==> src/rtl/uart_mmio.sv <==
// Memory-mapped 8N1 UART slave with parametrised TX/RX FIFOs, runtime baud divisor and loopback.
// Optional level interrupt enabled by defining UART_MMIO_IRQ_EN.
module uart_mmio #(
  parameter int unsigned TX_DEPTH    = 8,
  parameter int unsigned RX_DEPTH    = 8,
  parameter int unsigned DEFAULT_DIV = 434,
  parameter logic [27:0] BASE_ADDR   = 28'h3E00000
) (
  input  logic        clk,
  input  logic        rst,
  input  logic [29:0] bus_address,
  input  logic [31:0] bus_writedata,
  input  logic [3:0]  bus_byteenable,
  input  logic [4:0]  bus_burstcount,
  input  logic        bus_read,
  input  logic        bus_write,
  output logic        s_waitrequest,
  output logic [31:0] s_readdata,
  output logic        s_readdatavalid,
  output logic        s_writeresponsevalid,
  output logic [1:0]  s_response,
  output logic        irq,
  output logic        all_done,
  output logic        TX,
  input  logic        RX
);
  localparam int unsigned TXAW = $clog2(TX_DEPTH);
  localparam int unsigned RXAW = $clog2(RX_DEPTH);

  typedef enum logic [1:0] {S_IDLE, S_START, S_DATA, S_STOP} state_t;

  logic [7:0]    tx_mem [TX_DEPTH];
  logic [7:0]    rx_mem [RX_DEPTH];
  logic [TXAW:0] tx_wr, tx_rd, tx_count, tx_free;
  logic [RXAW:0] rx_wr, rx_rd, rx_count;
  logic          tx_empty, tx_full, rx_empty, rx_full;
  logic [15:0]   div_q;
  logic [2:0]    ctrl_q;
  logic          rx_overflow, frame_error;

  state_t        tx_state, rx_state;
  logic          tx_line;
  logic [15:0]   tx_cnt, tx_div, rx_cnt, rx_div;
  logic [7:0]    tx_shift, rx_shift;
  logic [2:0]    tx_bit, rx_bit;
  logic          rx_s1, rx_s2, rx_prev, rx_in;

  logic          sel, rd, wr_sel, wr_en, tx_push, tx_err, rx_pop, tx_pop, tx_tick, rx_tick;
  logic          rx_done, rx_push, ov_set, fe_set, w1c;
  logic [31:0]   rdata_c;
  logic          unused_ok;

  assign unused_ok     = ^{bus_burstcount, bus_byteenable[3:1], bus_writedata[31:19], bus_writedata[16]};
  assign s_waitrequest = 1'b0;

  // FIFO occupancy from wrapping pointers
  assign tx_count = tx_wr - tx_rd;
  assign tx_free  = (TXAW+1)'(TX_DEPTH) - tx_count;
  assign tx_empty = (tx_wr == tx_rd);
  assign tx_full  = (tx_wr[TXAW] != tx_rd[TXAW]) && (tx_wr[TXAW-1:0] == tx_rd[TXAW-1:0]);
  assign rx_count = rx_wr - rx_rd;
  assign rx_empty = (rx_wr == rx_rd);
  assign rx_full  = (rx_wr[RXAW] != rx_rd[RXAW]) && (rx_wr[RXAW-1:0] == rx_rd[RXAW-1:0]);

  // Bus decode; lane 0 gates every write side effect
  assign sel     = (bus_address[29:2] == BASE_ADDR);
  assign rd      = sel && bus_read;
  assign wr_sel  = sel && bus_write;
  assign wr_en   = wr_sel && bus_byteenable[0];
  assign tx_push = wr_en && (bus_address[1:0] == 2'd0) && !tx_full;
  assign tx_err  = wr_en && (bus_address[1:0] == 2'd0) && tx_full;
  assign rx_pop  = rd && (bus_address[1:0] == 2'd0) && !rx_empty;
  assign w1c     = wr_en && (bus_address[1:0] == 2'd1);

  assign tx_tick = (tx_cnt == tx_div - 16'd1);
  assign tx_pop  = !tx_empty && ((tx_state == S_IDLE) || (tx_state == S_STOP && tx_tick));

  assign rx_in   = ctrl_q[0] ? tx_line : rx_s2;
  assign rx_tick = (rx_state == S_START) ? (rx_cnt == (rx_div >> 1) - 16'd1)
                                         : (rx_cnt == rx_div - 16'd1);
  assign rx_done = (rx_state == S_STOP) && rx_tick;
  assign rx_push = rx_done && rx_in && !rx_full;
  assign ov_set  = rx_done && rx_in && rx_full;
  assign fe_set  = rx_done && !rx_in;

  assign TX       = tx_line | ctrl_q[0];
  assign all_done = tx_empty && (tx_state == S_IDLE);

  always_comb begin : read_mux
    rdata_c = 32'h0;
    case (bus_address[1:0])
      2'd0:    rdata_c = rx_empty ? 32'h8000_0000 : {24'h0, rx_mem[rx_rd[RXAW-1:0]]};
      2'd1:    rdata_c = {13'h0, frame_error, rx_overflow, (tx_state != S_IDLE),
                          8'(rx_count), 8'(tx_free)};
      2'd2:    rdata_c = {16'h0, div_q};
      default: rdata_c = {29'h0, ctrl_q};
    endcase
  end

  always_ff @(posedge clk) begin : fifo_mem
    if (tx_push) tx_mem[tx_wr[TXAW-1:0]] <= bus_writedata[7:0];
    if (rx_push) rx_mem[rx_wr[RXAW-1:0]] <= rx_shift;
  end

  always_ff @(posedge clk or posedge rst) begin : bus_regs
    if (rst) begin
      s_readdata           <= 32'h0;
      s_readdatavalid      <= 1'b0;
      s_writeresponsevalid <= 1'b0;
      s_response           <= 2'b00;
      div_q                <= 16'(DEFAULT_DIV);
      ctrl_q               <= 3'b000;
      rx_overflow          <= 1'b0;
      frame_error          <= 1'b0;
      tx_wr                <= '0;
      tx_rd                <= '0;
      rx_wr                <= '0;
      rx_rd                <= '0;
    end else begin
      s_readdatavalid      <= rd;
      s_writeresponsevalid <= wr_sel;
      s_response           <= tx_err ? 2'b10 : 2'b00;
      if (rd) s_readdata <= rdata_c;
      if (wr_en && bus_address[1:0] == 2'd2)
        div_q <= (bus_writedata[15:0] < 16'd4) ? 16'd4 : bus_writedata[15:0];
      if (wr_en && bus_address[1:0] == 2'd3)
`ifdef UART_MMIO_IRQ_EN
        ctrl_q <= bus_writedata[2:0];
`else
        ctrl_q <= {2'b00, bus_writedata[0]};
`endif
      rx_overflow <= ov_set || (rx_overflow && !(w1c && bus_writedata[17]));
      frame_error <= fe_set || (frame_error && !(w1c && bus_writedata[18]));
      if (tx_push) tx_wr <= tx_wr + 1'b1;
      if (tx_pop)  tx_rd <= tx_rd + 1'b1;
      if (rx_push) rx_wr <= rx_wr + 1'b1;
      if (rx_pop)  rx_rd <= rx_rd + 1'b1;
    end
  end

`ifdef UART_MMIO_IRQ_EN
  always_ff @(posedge clk or posedge rst) begin : irq_reg
    if (rst) irq <= 1'b0;
    else     irq <= (ctrl_q[1] && !rx_empty) || (ctrl_q[2] && all_done) || rx_overflow || frame_error;
  end
`else
  assign irq = 1'b0;
`endif

  // Transmitter: divisor latched on each START entry
  always_ff @(posedge clk or posedge rst) begin : tx_fsm
    if (rst) begin
      tx_state <= S_IDLE;
      tx_line  <= 1'b1;
      tx_cnt   <= 16'h0;
      tx_div   <= 16'h0;
      tx_shift <= 8'h0;
      tx_bit   <= 3'd0;
    end else begin
      case (tx_state)
        S_IDLE: if (!tx_empty) begin
          tx_state <= S_START;
          tx_line  <= 1'b0;
          tx_cnt   <= 16'h0;
          tx_div   <= div_q;
          tx_shift <= tx_mem[tx_rd[TXAW-1:0]];
        end
        S_START: if (tx_tick) begin
          tx_state <= S_DATA;
          tx_line  <= tx_shift[0];
          tx_cnt   <= 16'h0;
          tx_bit   <= 3'd0;
        end else tx_cnt <= tx_cnt + 16'd1;
        S_DATA: if (tx_tick) begin
          tx_cnt   <= 16'h0;
          tx_shift <= {1'b0, tx_shift[7:1]};
          if (tx_bit == 3'd7) begin
            tx_state <= S_STOP;
            tx_line  <= 1'b1;
          end else begin
            tx_bit  <= tx_bit + 3'd1;
            tx_line <= tx_shift[1];
          end
        end else tx_cnt <= tx_cnt + 16'd1;
        S_STOP: if (tx_tick) begin
          tx_cnt <= 16'h0;
          if (!tx_empty) begin
            tx_state <= S_START;
            tx_line  <= 1'b0;
            tx_div   <= div_q;
            tx_shift <= tx_mem[tx_rd[TXAW-1:0]];
          end else tx_state <= S_IDLE;
        end else tx_cnt <= tx_cnt + 16'd1;
        default: tx_state <= S_IDLE;
      endcase
    end
  end

  // Receiver: start bit re-checked at half a bit, then one sample per bit period
  always_ff @(posedge clk or posedge rst) begin : rx_fsm
    if (rst) begin
      rx_s1    <= 1'b1;
      rx_s2    <= 1'b1;
      rx_prev  <= 1'b1;
      rx_state <= S_IDLE;
      rx_cnt   <= 16'h0;
      rx_div   <= 16'h0;
      rx_shift <= 8'h0;
      rx_bit   <= 3'd0;
    end else begin
      rx_s1   <= RX;
      rx_s2   <= rx_s1;
      rx_prev <= rx_in;
      case (rx_state)
        S_IDLE: if (rx_prev && !rx_in) begin
          rx_state <= S_START;
          rx_cnt   <= 16'h0;
          rx_div   <= div_q;
        end
        S_START: if (rx_tick) begin
          rx_cnt   <= 16'h0;
          rx_bit   <= 3'd0;
          rx_state <= rx_in ? S_IDLE : S_DATA;
        end else rx_cnt <= rx_cnt + 16'd1;
        S_DATA: if (rx_tick) begin
          rx_cnt   <= 16'h0;
          rx_shift <= {rx_in, rx_shift[7:1]};
          rx_bit   <= rx_bit + 3'd1;
          if (rx_bit == 3'd7) rx_state <= S_STOP;
        end else rx_cnt <= rx_cnt + 16'd1;
        S_STOP: if (rx_tick) begin
          rx_cnt   <= 16'h0;
          rx_state <= S_IDLE;
        end else rx_cnt <= rx_cnt + 16'd1;
        default: rx_state <= S_IDLE;
      endcase
    end
  end
endmodule

==> config.mk <==
export PLATFORM = sky130hd
export DESIGN_NAME = uart_mmio
export DESIGN_NICKNAME = d
export VERILOG_FILES = /design/src/rtl/uart_mmio.sv
export SDC_FILE = /design/constraint.sdc
export NUM_CORES = 1
export LEC_CHECK = 0
export CORE_UTILIZATION = 40
export DETAILED_ROUTE_END_ITERATION = 8
export PLACE_DENSITY = 0.66
export SETUP_SLACK_MARGIN = 0.3
export SYNTH_ARGS = -nofsm -noshare
export SYNTH_HDL_FRONTEND = slang
export SYNTH_SLANG_ARGS = --single-unit
==> constraint.sdc <==
create_clock -name clk -period 5.4 [get_ports clk]
set_input_delay 1.62 -clock clk [delete_from_list [all_inputs] [get_ports clk]]
set_output_delay 1.62 -clock clk [all_outputs]
set_load 0.005 [all_outputs]
Yosys cells after proc, flatten, opt, wreduce, memory -nomap -nowiden
Memories as Yosys holds them, arrays and structs flattened.
Index checks and enable logic that the tools add are counted.
- word-level logic and storage cells: 181
- register bits: 165
- memories kept: 2
- output and inout bits: 40
- bits of input ports: 76
- memory bits (writable): 128
- magnitude comparators: 1
- bitwise operators: 1
- mux-type cells: 50
- equality and inequality tests: 32
- reductions and logical operators: 55
- add/sub/neg operators: 14
- memory list (memory ; words ; bits a word ; rd ports ; clocked after memory_dff ; write ports ; line ; RTL):
    rx_mem ; 8 ; 8 ; 1 ; 0 ; 1 ; 33 ; logic [7:0] rx_mem [RX_DEPTH];
    tx_mem ; 8 ; 8 ; 1 ; 0 ; 1 ; 32 ; logic [7:0] tx_mem [TX_DEPTH];
- operators by type and width (kind ; number):
    $mux W16 ; 7
    $pmux W16 S2 ; 3
    $pmux W32 S3 ; 1
    $eq A16 B16 Y1 ; 3
    $add A16 B1 Y16 const B ; 2
    $mux W32 ; 1
    $sub A16 B1 Y16 const B ; 2
    $eq A28 B26 Y1 const B ; 1
    $logic_and A1 B1 Y1 ; 26
    $mux W2 ; 12
    $mux W8 ; 3
    $pmux W8 S3 ; 1
    $ne A2 B2 Y1 const B ; 11
    $add A4 B1 Y4 const B ; 4
    $lt A16 B3 Y1 const B ; 1
    $pmux W2 S4 ; 2
    $sub A15 B1 Y16 const B ; 1
    $mux W3 ; 5
    $eq A2 B2 Y1 const B ; 6
    $mux W1 ; 12
    $pmux W3 S2 ; 2
    $reduce_and A5 Y1 ; 2
    $reduce_and A3 Y1 ; 3
    $eq A4 B4 Y1 ; 2
    17 further kinds ; 40

Longest topological paths before layout
Gate-level depths: netlist of the first run.
- word-level depth: 8
- gate-level depth with buffers: 15
- depth with buffers taken out: 12

Worst setup path after synthesis of the first run
Ideal clock, no wire load.
- path kind: input -> register
- from: input port bus_address[12]
- to: memory tx_mem[1][0] (enable)
- arrival time: 3.854 ns
- required time: 5.017 ns
- buffers on the path: 0
- library setup time: 0.383 ns
- stages on the path: 8
- slack: 1.163 ns
- path through: nor4b_1 > nand4_1 > nor3_1 > and2_1 > nand2_1 > nor4_1 > nand2_1 > nor3_1
- cells in the longest elaborated chain, start to end: 7
- ends and longest elaborated chain (what ; line ; RTL):
    start: declaration ; 11 ; input logic [29:0] bus_address,
    $eq A28 B26 Y1 ; 66 ; assign sel = (bus_address[29:2] == BASE_ADDR);
    $logic_and A1 B1 Y1 ; 68 ; assign wr_sel = sel && bus_write;
    net wr_sel ; 48 ; logic sel, rd, wr_sel, wr_en, tx_push, tx_err, rx_pop, tx_pop, tx_tick, rx_tick;
    $logic_and A1 B1 Y1 ; 69 ; assign wr_en = wr_sel && bus_byteenable[0];
    $logic_and A1 B1 Y1 (2 in series) ; 70 ; assign tx_push = wr_en && (bus_address[1:0] == 2'd0) && !tx_full;
    $mux W1 ; 101 ; if (tx_push) tx_mem[tx_wr[TXAW-1:0]] <= bus_writedata[7:0];
    $mux W1 (implied by the code) ; 101 ;
    end: declaration ; 32 ;
The timed path passes the listed nets, and every way through them passes these cells.

Worst setup path after layout of the first run
- from: register tx_rd[1]
- to: output port all_done
- cells in the longest elaborated chain, start to end: 2
- ends and longest elaborated chain (what ; line ; RTL):
    start: declaration ; 34 ; logic [TXAW:0] tx_wr, tx_rd, tx_count, tx_free;
    start signal: assignment ; 135 ; if (tx_pop) tx_rd <= tx_rd + 1'b1;
    $eq A4 B4 Y1 ; 59 ; assign tx_empty = (tx_wr == tx_rd);
    $logic_and A1 B1 Y1 ; 87 ; assign all_done = tx_empty && (tx_state == S_IDLE);
    end: declaration ; 23 ; output logic all_done,
Every way passes these cells.

==> results.txt, run 1 <==
The met2 layer usage reported by global route is 28.5%. The effective utilization at floorplan came out at 40.7%. The ratio of total power to cell area came out at 319 nW/um^2. In this run the core area contains 67 standard-cell rows. The run finished with clean final reports. The initial antenna violation count is 0. STA puts the critical path data required time at 3780 ps.

The detailed-route wire length per cell came out at 17.6 um. The die height came out at around 190 um. The number of inserted filler cells in the final layout came out at between 2000 and 3000. The total area inside the core boundary comes to 33600 sq um. The compound-gate portion of the synthesized area is between 7 and 8%. Among all flip-flop cells after synthesis, the most frequent one is sky130_fd_sc_hd__dfrtp_1. The sum of negative setup slack came out at 0 ps. The headroom to the max-slew limit came out at a little under two fifths. For this run, the top clock speed supported by timing is 205 MHz.

After synthesis, the mean cell area works out to 12.1 sq um. The number of buffers inserted to repair setup after CTS is 0. The number of clock buffers inserted by TritonCTS came out at 29. The boundary pin count came out at 116.

Dividing the detail-routed via count by the number of cells gives between 5 and 6. The floorplan step defined a die boundary enclosing between 30000 and 40000 sq um. Setup violations remaining at the end of the flow were counted as 0. The arrival time at the worst endpoint is 3260 ps. The number of clock sinks came out at 280. The completed layout was analyzed and its total power is 5.10 mW.

The number of nets in the layout came out at 1316. Clock latency on the worst-skew pair, taken at its later pin, is 550 ps. The initial DRC count came out at just under 600.

The fraction of post-synthesis cell area in the top cell type by area came out at 28.1%. In this run the worst hold path is classified as reg2reg. In this run, post-CTS hold repair placed 0 buffers. The adder-cell share of the synthesized area is ~2.6%. The transition time at the pin with the least slew margin came out at 918 ps. Counting flops and latches in the post-synthesis netlist gives 280. The Yosys step of the flow raised 0 warnings. The area growth from synthesis to final layout came out at 16.9%.

The number of violations of the max-capacitance limit is 0. The clock passes through at most 3 buffers. The count of buffers added on input and output ports is 78. Of the cells placed in the final design, the portion with a size suffix greater than 1 is roughly 15%.

The number of vias after detailed routing is 9002. The final weighted congestion of routability-driven global placement is roughly 0.8. The type of element capturing the critical path is an output pin. The multiplexer area fraction after synthesis came out at 11.2%. The worst setup skew after layout came out at approximately 12 ps. The depth of the CTS H-tree came out at 1.

For the finished layout, the period the worst path requires is 4880 ps. Sequential cells were found to cover 56.0% of the synthesized design area. For this design the static power due to leakage is about 6.4 nW. The cell count after synthesis is 1135. The via count of the first global-routing pass is between 8000 and 9000. The number of hold-slack violations in the final timing report is 0. In this run the clock root is driven by a sky130_fd_sc_hd__clkbuf_16. The maximum fanout count along the critical path is 20. The number of enable flip-flop cells after synthesis is between 100 and 150.

The xor/xnor cell area share of the yosys netlist is 4.73%. The count of pins over their slew limit was 0. Once the clock tree was built, the resizer swapped 0 gates to a different size.

The critical path is of the reg2out type. Clock-pin slew was measured on the worst setup and hold paths at about 60 ps. In the global route stage, met3 resource usage came out at 2.40%. The first global-routing pass estimated 47900 um of wire.

The maximum vdd ir drop came out at between 0.2 and 0.3 mV. The worst setup path is launched from a register. Setup repair after global routing left no endpoint under its margin. The share of async-settable or async-resettable flops after synthesis is 54.3%. TritonCTS built the clock tree.

met2 is the most crowded layer. The routed wire length is 29700 um. The maximum number of pins on one net before global-route repair came out at between 100 and 150. The antenna diode instance count is 0. The number of library cell types mapped by synthesis is around 80.

The number of optimization iterations in the first detailed-route pass is 5. The mapped netlist covers 13700 sq um. After detailed routing, the number of remaining DRC violations is 0. The die boundary width is 187 um. The HPWL after detailed placement is 20900 um. The simple-gate portion of the synthesized area is 14.2%. For this run, the total global-route usage over all layers was measured as 17.0%.

In the global route stage, met1 resource usage came out at approximately 23%. For this run the aggregate overflow at the end of global routing stands at 0. Sorting the synthesized cells by area gives the leading types as sky130_fd_sc_hd__edfxtp_1 28%, sky130_fd_sc_hd__dfrtp_1 26%, sky130_fd_sc_hd__mux4_2 5.3%, sky130_fd_sc_hd__mux2_2 3.9%, sky130_fd_sc_hd__nand2_1 3.1%. Summed over all instances, the cell type with the most area after synthesis is sky130_fd_sc_hd__edfxtp_1. The combinational family with the most area after synthesis is simple AND/OR/NAND/NOR gates. The number of nets with antenna violations after detailed routing came out at 0. The share of the cycle needed by the critical path after routing is 90.3%.
[worst paths after layout]
kind / endpoint / start / depth (start not counted) / slack [ps]
max in group asynchronous: tx_cnt[6] / rst / 3 / 3130
hold reg to reg: rx_s2 / rx_s1 / 0 / 370
hold / removal: rx_s2 / rx_s1 / 0 / 370
setup reg to reg: rx_mem[3][7] / register / 12 / 780
setup / recovery: all_done / tx_rd[1] / 5 / 520
min in group asynchronous: s_response[1] / rst / 2 / 1410
[critical path: stages, from the launching register on]
cell and delay [ps]:
sky130_fd_sc_hd__dfrtp_1 710, sky130_fd_sc_hd__ha_1 530, sky130_fd_sc_hd__and4_1 330, sky130_fd_sc_hd__nand2_1 190
sky130_fd_sc_hd__inv_1 340, sky130_fd_sc_hd__clkdlybuf4s50_1 590
[layout by cell type (no fill, tap or decap), types with 21 or more instances in the layout]
master / n
sky130_fd_sc_hd__o21ai_0: 42
sky130_fd_sc_hd__ha_1: 25
sky130_fd_sc_hd__xnor2_1: 46
sky130_fd_sc_hd__xor2_1: 26
sky130_fd_sc_hd__clkbuf_16: 30
sky130_fd_sc_hd__mux4_2: 32
sky130_fd_sc_hd__nor2_1: 88
sky130_fd_sc_hd__a21oi_1: 37
sky130_fd_sc_hd__nand3_1: 35
sky130_fd_sc_hd__mux2i_1: 21
sky130_fd_sc_hd__nand2_1: 112
sky130_fd_sc_hd__edfxtp_1: 128
sky130_fd_sc_hd__inv_1: 39
sky130_fd_sc_hd__mux2_2: 47
sky130_fd_sc_hd__dfrtp_1: 143
sky130_fd_sc_hd__clkdlybuf4s50_1: 78
[flip-flops by register name, summed over array words and instances (netlist names), 2 cells and up, named ones only]
signal and cells:
rx_cnt 16, rx_div 16, rx_bit 3, div_q 16
rx_shift 8, tx_state 2, rx_rd 4, rx_mem 64
tx_div 16, tx_bit 3, tx_shift 8, tx_cnt 16
tx_rd 4, tx_mem 64, rx_wr 4, tx_wr 4
s_readdata 20
[synthesized netlist by cell type (all sizes together) (9+ instances only)]
cell type	n
o21ai	44
a21oi	37
buf	27
inv	40
xor2	26
mux2	54
nand2	112
nand4	17
mux2i	21
nor2	88
nor3	19
nand3	35
a31oi	11
nor2b	11
xnor2	47
nand2b	10
nor4	18
and4	11
edfxtp	128
mux4	32
dfrtp	143
ha	25
clkbuf	38
and3	12
dfstp	9
[layout make-up]
cell class	count	area (sq um)	share of cell area, %
inverters	41	158	0.985
well taps	448	561	3.50
clock buffers	35	820	5.12
multi-input cells	763	5620	35.1
repair buffers	98	943	5.90
flip-flops and latches	280	7660	47.9
clock inverters	19	236	1.48
[metal layers]
| layer | share of wire [%] | vias to the layer above | wire length (um) |
|---|---|---|---|
| li1 | - | 4309 | - |
| met1 | 46 | 4462 | 13600 |
| met2 | 48 | 187 | 14200 |
| met3 | 3.6 | 44 | 1060 |
| met4 | 2.5 | 0 | 743 |
| met5 | 0 | - | 0 |
[logic make-up (layout without fill, tap and decap cells)]
| group | Yosys count | in the layout |
|---|---|---|
| and+or+nand+nor | 377 | 377 |
| adders and majority gates | 27 | 27 |
| other | 1 | 15 |
| xor gates and xnor gates | 73 | 73 |
| AOI/OAI and AO/OA | 164 | 164 |
| muxes | 107 | 107 |
| DFF | 280 | 280 |
| buffers and inverters | 106 | 193 |
[stage by stage]
step	cells	hold slack [ps]	worst slack (ps)	utilization (%)	instance area, sq um
3_5_place_dp	1630	355	635	44.4	14900
6_report	1684	365	524	47.6	16000
3_3_place_gp	1630	348	763	44.4	14900
4_1_cts	1684	365	484	47.6	16000
2_1_floorplan	1149	345	1160	-	13700
5_1_grt	1684	367	337	47.6	16000
[where the power goes]
group	switching [mW]	total, mW	internal [mW]
combinational	0.299	0.581	0.282
sequential	0.0759	2.36	2.29
clock	0.841	2.16	1.32
(Power assumes the default switching activity.)
==> inputs of run 2 (changes only) <==
--- a/config.mk
+++ b/config.mk
@@ -7,7 +7,7 @@
 export LEC_CHECK = 0
 export CORE_UTILIZATION = 40
 export DETAILED_ROUTE_END_ITERATION = 8
-export PLACE_DENSITY = 0.66
+export PLACE_DENSITY_LB_ADDON = 0.15
 export SETUP_SLACK_MARGIN = 0.3
 export SYNTH_ARGS = -nofsm -noshare
 export SYNTH_HDL_FRONTEND = slang
==> results.txt, run 2 (synthesis gave the netlist of run 1 again) <==
The worst hold path belongs to the class reg2reg. The flow ran to the end, and the final reports show no timing, DRC or antenna violations. The number of violations of the max-capacitance limit is 0. The cell-internal power is 4.02 mW.

For the worst-skew pair, the clock arrives at the later sink with an insertion delay of 560 ps. CTS placed an instance of sky130_fd_sc_hd__clkbuf_16 at the clock tree root. The placeable core region is roughly 34000 sq um. Counting along the longest clock path gives a buffer depth of 3. The final weighted congestion of routability-driven global placement came out at 0.807. The master of the slowest instance on the critical path is sky130_fd_sc_hd__or4b_4. The initial utilization of the core area, before any placement, comes to 40.7%. Global routing used 18.0% of the available tracks. The post-placement cell area is 14900 sq um.

The maximum number of pins on one net before global-route repair is 134. Setup repair after global routing left no endpoint under its margin. STA classifies the critical path startpoint as a register.

Global routing finished with a remaining overflow of 0. The number of rows created at floorplan came out at 67. The remaining routing DRC violations came out at 0. The depth of the CTS H-tree came out at 1. Registers take 7660 sq um. The transition time at the pin with the least slew margin is 912 ps. The count of pins over their slew limit came out at 0. The number of buffers inserted to repair setup after CTS is 0.

The initial antenna violation count is 0. The initial DRC count came out at 519. The final setup slack of the worst path is ~650 ps. For this block, the via count after detailed routing is 8910. The critical path crosses 12 cells after its start point. The critical path goes through nor2b_1 -> mux2i_1 -> ha_1 -> or4b_4 -> nor2_1 -> a21oi_1 -> nor4_1 -> xnor2_1 -> nor4_1 -> nand4b_1 -> nor4_2 -> and4_2.

In this run, CTS created clock tree buffers numbering 31. Among cell families on the critical path, the largest total delay comes from simple AND/OR/NAND/NOR gates. In the layout the commonest cells are 143 x sky130_fd_sc_hd__dfrtp_1, 128 x sky130_fd_sc_hd__edfxtp_1, 112 x sky130_fd_sc_hd__nand2_1. The die boundary width came out at between 150 and 200 um. The CTS tree is done. By startpoint and endpoint, the worst setup path is classified as reg2reg. The number of inserted filler cells in the final layout came out at 2999. The number of instances on the worst hold path came out at 0. The net switching power of the design is 1.25 mW. The met1 track demand over resource in global routing is 26.3%.

Setup total negative slack on the finished layout was measured at 0 ps. The most frequent standard cell in the layout excluding fill and tap cells is sky130_fd_sc_hd__dfrtp_1. The largest stage delay on the critical path is approximately 540 ps.

The global routing usage on met3 came out at 1.91%. The clock period minus worst slack came out at between 4000 and 5000 ps. The clock power share came out at between 40% and 50%. The headroom to the max-slew limit is about two fifths. Counting cells, the worst reg-to-reg path comes to 12. The final cell area excluding filler cells came out at 16100 sq um. The antenna diode instance count is 0.

The leakage power total came out at 6.43 nW. The first global-routing pass estimated 49800 um of wire. The number of hold-slack violations in the final timing report came out at 0. The HPWL after detailed placement came out at 21700 um. The worst setup path is captured at a register. The number of clock sinks is 280.

The worst setup skew after layout is 8.10 ps. Based on the critical path, the design can be clocked at up to between 200 and 250 MHz. The number of nets in the layout came out at 1319.

The layer flagged by global routing as most heavily used is met2. Data on the critical path is required at its endpoint by 5650 ps. Across the VDD grid, the largest voltage drop is 0.290 mV. Net switching is 23.7% of the power. The count of nets left with antenna violations once routing finished came out at 0. The ratio of total power to cell area came out at 327 nW/um^2. The die height came out at about 190 um.

The overall die area came out at ~35000 sq um. The pre-CTS worst setup slack is ~570 ps. The average via count per standard cell came out at 5.28. Among the stages of the critical path, the cell type that occurs most often is sky130_fd_sc_hd__nor4_1. In the final layout, the share of cells above drive strength 1 is between 15 and 20%. The final layout contains routed wiring with a total length of 31100 um.

After clock tree synthesis, the clock-pin slew on the worst setup and hold paths is 60 ps. The number of input and output port buffers inserted came out at 78. The number of setup violations in the final report came out at 0. The maximum fanout count along the critical path is 8.

The register share of total power came out at 45.0%. The area growth from synthesis to final layout is 17.6%. Together, buffers and inverters on the worst path number 0. The arrival time at the worst endpoint came out at 4990 ps. The number of optimization iterations in the first detailed-route pass came out at 5. The via count of the first global-routing pass is 8682. The boundary pin count is 116. The combinational cell fraction of total power came out at 11.0%. The share of the cycle needed by the critical path after routing is 87.9%.

After detailed routing, the average wire length per cell comes to ~18 um. The multi-input logic area came out at 5620 sq um. In the global route stage, met2 resource usage came out at between 20% and 30%.
[run 2: cell count changes in the layout (fill, tap and decap cells not counted), moves of 2 or more]
cell / change
sky130_fd_sc_hd__and4_1: -5
sky130_fd_sc_hd__and4_2: +5
sky130_fd_sc_hd__clkbuf_1: +3
sky130_fd_sc_hd__and3_1: -2
sky130_fd_sc_hd__and3_2: +2
sky130_fd_sc_hd__bufinv_16: +2
sky130_fd_sc_hd__clkinvlp_4: -2
[run 2: area by class of cell]
type | count | area share (%)
clock buffer | 39 | 5.28
clock inverter | 19 | 1.77
inverter | 41 | 0.980
multi-input combinational | 763 | 35.0
sequential | 280 | 47.6
tap | 448 | 3.49
timing repair buffer | 99 | 5.91
[run 2: per-layer routing]
metal	share of wire, %	up-vias
met5	0	-
li1	-	4313
met2	47	128
met3	2.7	41
met1	48	4428
met4	2.1	0
[run 2: repair_timing]
action	in CTS	in global routing
endpoints found under the hold margin	0	0
endpoints found under the setup margin	0	64
gates resized for setup	0	8
hold buffers	0	0
[run 2: power groups by stage]
stage / registers [mW] / clock network [mW] / logic, mW
3_5_place_dp: 2.41 / 0 / 0.587
6_report: 2.37 / 2.32 / 0.580
2_1_floorplan: 2.37 / 0 / 0.441
4_1_cts: 2.37 / 2.38 / 0.592
3_3_place_gp: 2.41 / 0 / 0.582
5_1_grt: 2.38 / 2.46 / 0.654
[run 2: path summary, 6_finish.rpt]
path                                 end  slack (ps)  startpoint
max                         rx_mem[2][1]         650    register
min                                rx_s2         360       rx_s1
max reg2reg                 rx_mem[2][1]         650    register
min reg2reg                        rx_s2         360       rx_s1
max in group asynchronous     rx_cnt[15]        2870         rst
min in group asynchronous  s_response[1]        1450         rst
[run 2: per-stage QoR]
stage / instances / util (%) / power [mW] / hold slack [ps]
floorplan: 1149 / - / 2.81 / 345
global placement: 1631 / 44.4 / 2.99 / 347
detailed placement: 1631 / 44.4 / 3.00 / 347
CTS: 1689 / 47.8 / 5.34 / 356
global route: 1689 / 47.8 / 5.49 / 364
finish: 1689 / 47.8 / 5.27 / 355
==> inputs of run 3 (changes only) <==
--- a/config.mk
+++ b/config.mk
@@ -5,9 +5,11 @@
 export SDC_FILE = /design/constraint.sdc
 export NUM_CORES = 1
 export LEC_CHECK = 0
+export ABC_CLOCK_PERIOD_IN_PS = 5400
+export CORE_MARGIN = 4
 export CORE_UTILIZATION = 40
 export DETAILED_ROUTE_END_ITERATION = 8
-export PLACE_DENSITY_LB_ADDON = 0.15
+export PLACE_DENSITY = 0.64
 export SETUP_SLACK_MARGIN = 0.3
 export SYNTH_ARGS = -nofsm -noshare
 export SYNTH_HDL_FRONTEND = slang
==> results.txt, run 3 (synthesis gave the netlist of run 1 again) <==
The run finished with clean final reports. The type of the worst setup path is reg2out. The number of standard cells in the layout, taps in and fillers out came out at 1684. The final weighted congestion of routability-driven global placement came out at 0.788. The total global routing track utilization is 16.3%. The global-route wire length before repair is 48400 um. The initial DRC count came out at ~690. STA puts the critical path data arrival time at 3270 ps. The number of cells after detailed placement came out at 1630.

The CTS tree is done. The worst setup path is launched from a register. The type of the tightest min-delay check is reg2reg. The share of the cycle needed by the critical path after routing came out at between 90% and 100%. The overall power after layout came out at between 4 and 5 mW.

The maximum fanout count along the critical path is 20. The sum of negative setup slack is 0 ps. The number of optimization iterations in the first detailed-route pass came out at 5.

The number of violations of the max-capacitance limit is 0. Buffers placed on the I/O ports in this run total 78. The largest stage delay on the critical path is 740 ps. Measured along the x axis, the die boundary spans 193 um. From synthesis to final layout, the design area changed by 15.9%.

The number of clock sinks came out at 280. Derived from the worst setup path, the maximum achievable clock frequency is about 200 MHz. The via count of the first global-routing pass was 8674. The critical path data required time is 3780 ps. The number of clock buffers inserted by TritonCTS is 29. The clock period minus worst slack is roughly 4900 ps. The number of antenna diodes in the final layout is 0.

The effective utilization at floorplan came out at between 40% and 50%. After clock tree synthesis, the setup repair step added 0 buffers. about 120 I/O pins were placed. The clock root buffer is sky130_fd_sc_hd__clkbuf_16. The detailed-route wire length per cell is between 15 and 20 um.

The most frequent standard cell in the layout excluding fill and tap cells is sky130_fd_sc_hd__dfrtp_1. Power spread over the standard cell area amounts to 307 nW/um^2. The highest metal layer used by the detailed router is met4. The die covers 37200 sq um. Counting the fill cells in the layout gives 3001. Using the TritonRoute via totals, the vias-per-cell ratio works out to 5.28. The slowest stage of the critical path is the sky130_fd_sc_hd__dfrtp_1 cell. After detailed routing, the met3 layer carries approximately 1100 um of wire. The clock input transition at the sequential cells of the worst setup and hold paths came out at 60 ps. In the layout the commonest cells are 143 x sky130_fd_sc_hd__dfrtp_1, 128 x sky130_fd_sc_hd__edfxtp_1, 112 x sky130_fd_sc_hd__nand2_1.

CTS built an H-tree with a depth of 1. The number of hold-slack violations in the final timing report is 0. For the pin with the worst max-slew slack, the measured transition is slightly below 1000 ps. Summed over all layers, the global routing overflow is 0. The headroom to the max-slew limit came out at 35.3%. The maximum vdd ir drop is 0.231 mV.

The signal on the critical path passes through ha_1 -> and4_1 -> nand2_1 -> inv_1 -> clkdlybuf4s50_1. The initial antenna violation count is 0. The number of vias after detailed routing came out at 8884. For the worst-skew pair, the clock arrives at the later sink with an insertion delay of 560 ps. After the last flow step, the layout net total stands at 1316. The number of setup violations in the final report came out at 0. The count of cells along the worst register-to-register path is 12. The remaining routing DRC violations came out at 0. The number of instances on the worst hold path is 0. The HPWL after detailed placement is 21300 um. Setup repair after global routing left no endpoint under its margin. The maximum number of buffers from clock root to sink is 3. The final hold slack is 356 ps. The placeable core region came out at between 30000 and 40000 sq um. The layout cell share with drive strength beyond 1 came out at 14.0%. The sequential cells in the finished layout cover a total of approximately 7700 sq um. In this run the vertical extent of the chip is about 190 um. The met2 routed wirelength is approximately 14000 um. The leakage power total came out at between 6 and 7 nW. In this run the remaining antenna-violating nets after routing total 0.

The count of pins over their slew limit is 0. The multi-input logic area came out at 5620 sq um. The maximum number of pins on one net before global-route repair came out at 104.

The number of rows created at floorplan came out at 67. The worst setup skew after layout came out at 17.2 ps. The type of element capturing the critical path is an output pin. The detailed router put a total of 14600 um of wire on met1. The routed wire length came out at between 30000 and 40000 um.
==> run 3: what timing repair did <==
action	4_1_cts	5_1_grt
hold buffers	0	0
setup endpoints to repair	0	64
resized for setup	0	3
==> run 3: worst paths after layout <==
kind	startpoint	endpoint	slack, ps
hold / removal	rx_s1	rx_s2	360
hold reg to reg	rx_s1	rx_s2	360
setup reg to reg	rx_state[0]	rx_mem[4][0]	780
min in group asynchronous	rst	ctrl_q[0]	1380
max in group asynchronous	rst	tx_div[15]	3180
setup / recovery	tx_rd[1]	all_done	510
==> run 3: report_power, final <==
part	internal, mW	total, mW	switching [mW]	leakage [nW]
Clock	1.09	1.92	0.828	0.445
Combinational	0.283	0.580	0.297	2.80
Sequential	2.29	2.37	0.0830	3.07
Total	3.66	4.87	1.21	6.31
==> run 3: final cells by class <==
| type | instances | area share (%) |
|---|---|---|
| clock inverter | 10 | 0.608 |
| inverter | 41 | 0.994 |
| sequential | 280 | 48.3 |
| multi-input combinational | 763 | 35.5 |
| clock buffer | 44 | 5.12 |
| timing repair buffer | 98 | 5.95 |
| tap | 448 | 3.54 |
==> run 3: through the flow <==
stage	worst slack, ps	area [sq um]	utilization [%]
after floorplan	1160	13700	-
after global placement	676	14900	44.4
after detailed placement	607	14900	44.4
after CTS	493	15800	47.1
after global routing	348	15900	47.2
final	515	15900	47.2
==> run 3: metal layers <==
layer  up-vias  global-route usage, %
li1       4298                      -
met1      4399                   24.1
met2       161                   26.3
met3        26                   2.09
met4         0                   3.02
met5         -                      0
==> run 3: critical path, delay by kind of cell, from the launching register on <==
| family | cells | cell delay [ps] |
|---|---|---|
| flops | 1 | 740 |
| fa+ha+maj | 1 | 540 |
| buf+inv | 2 | 930 |
| simple gates | 2 | 520 |
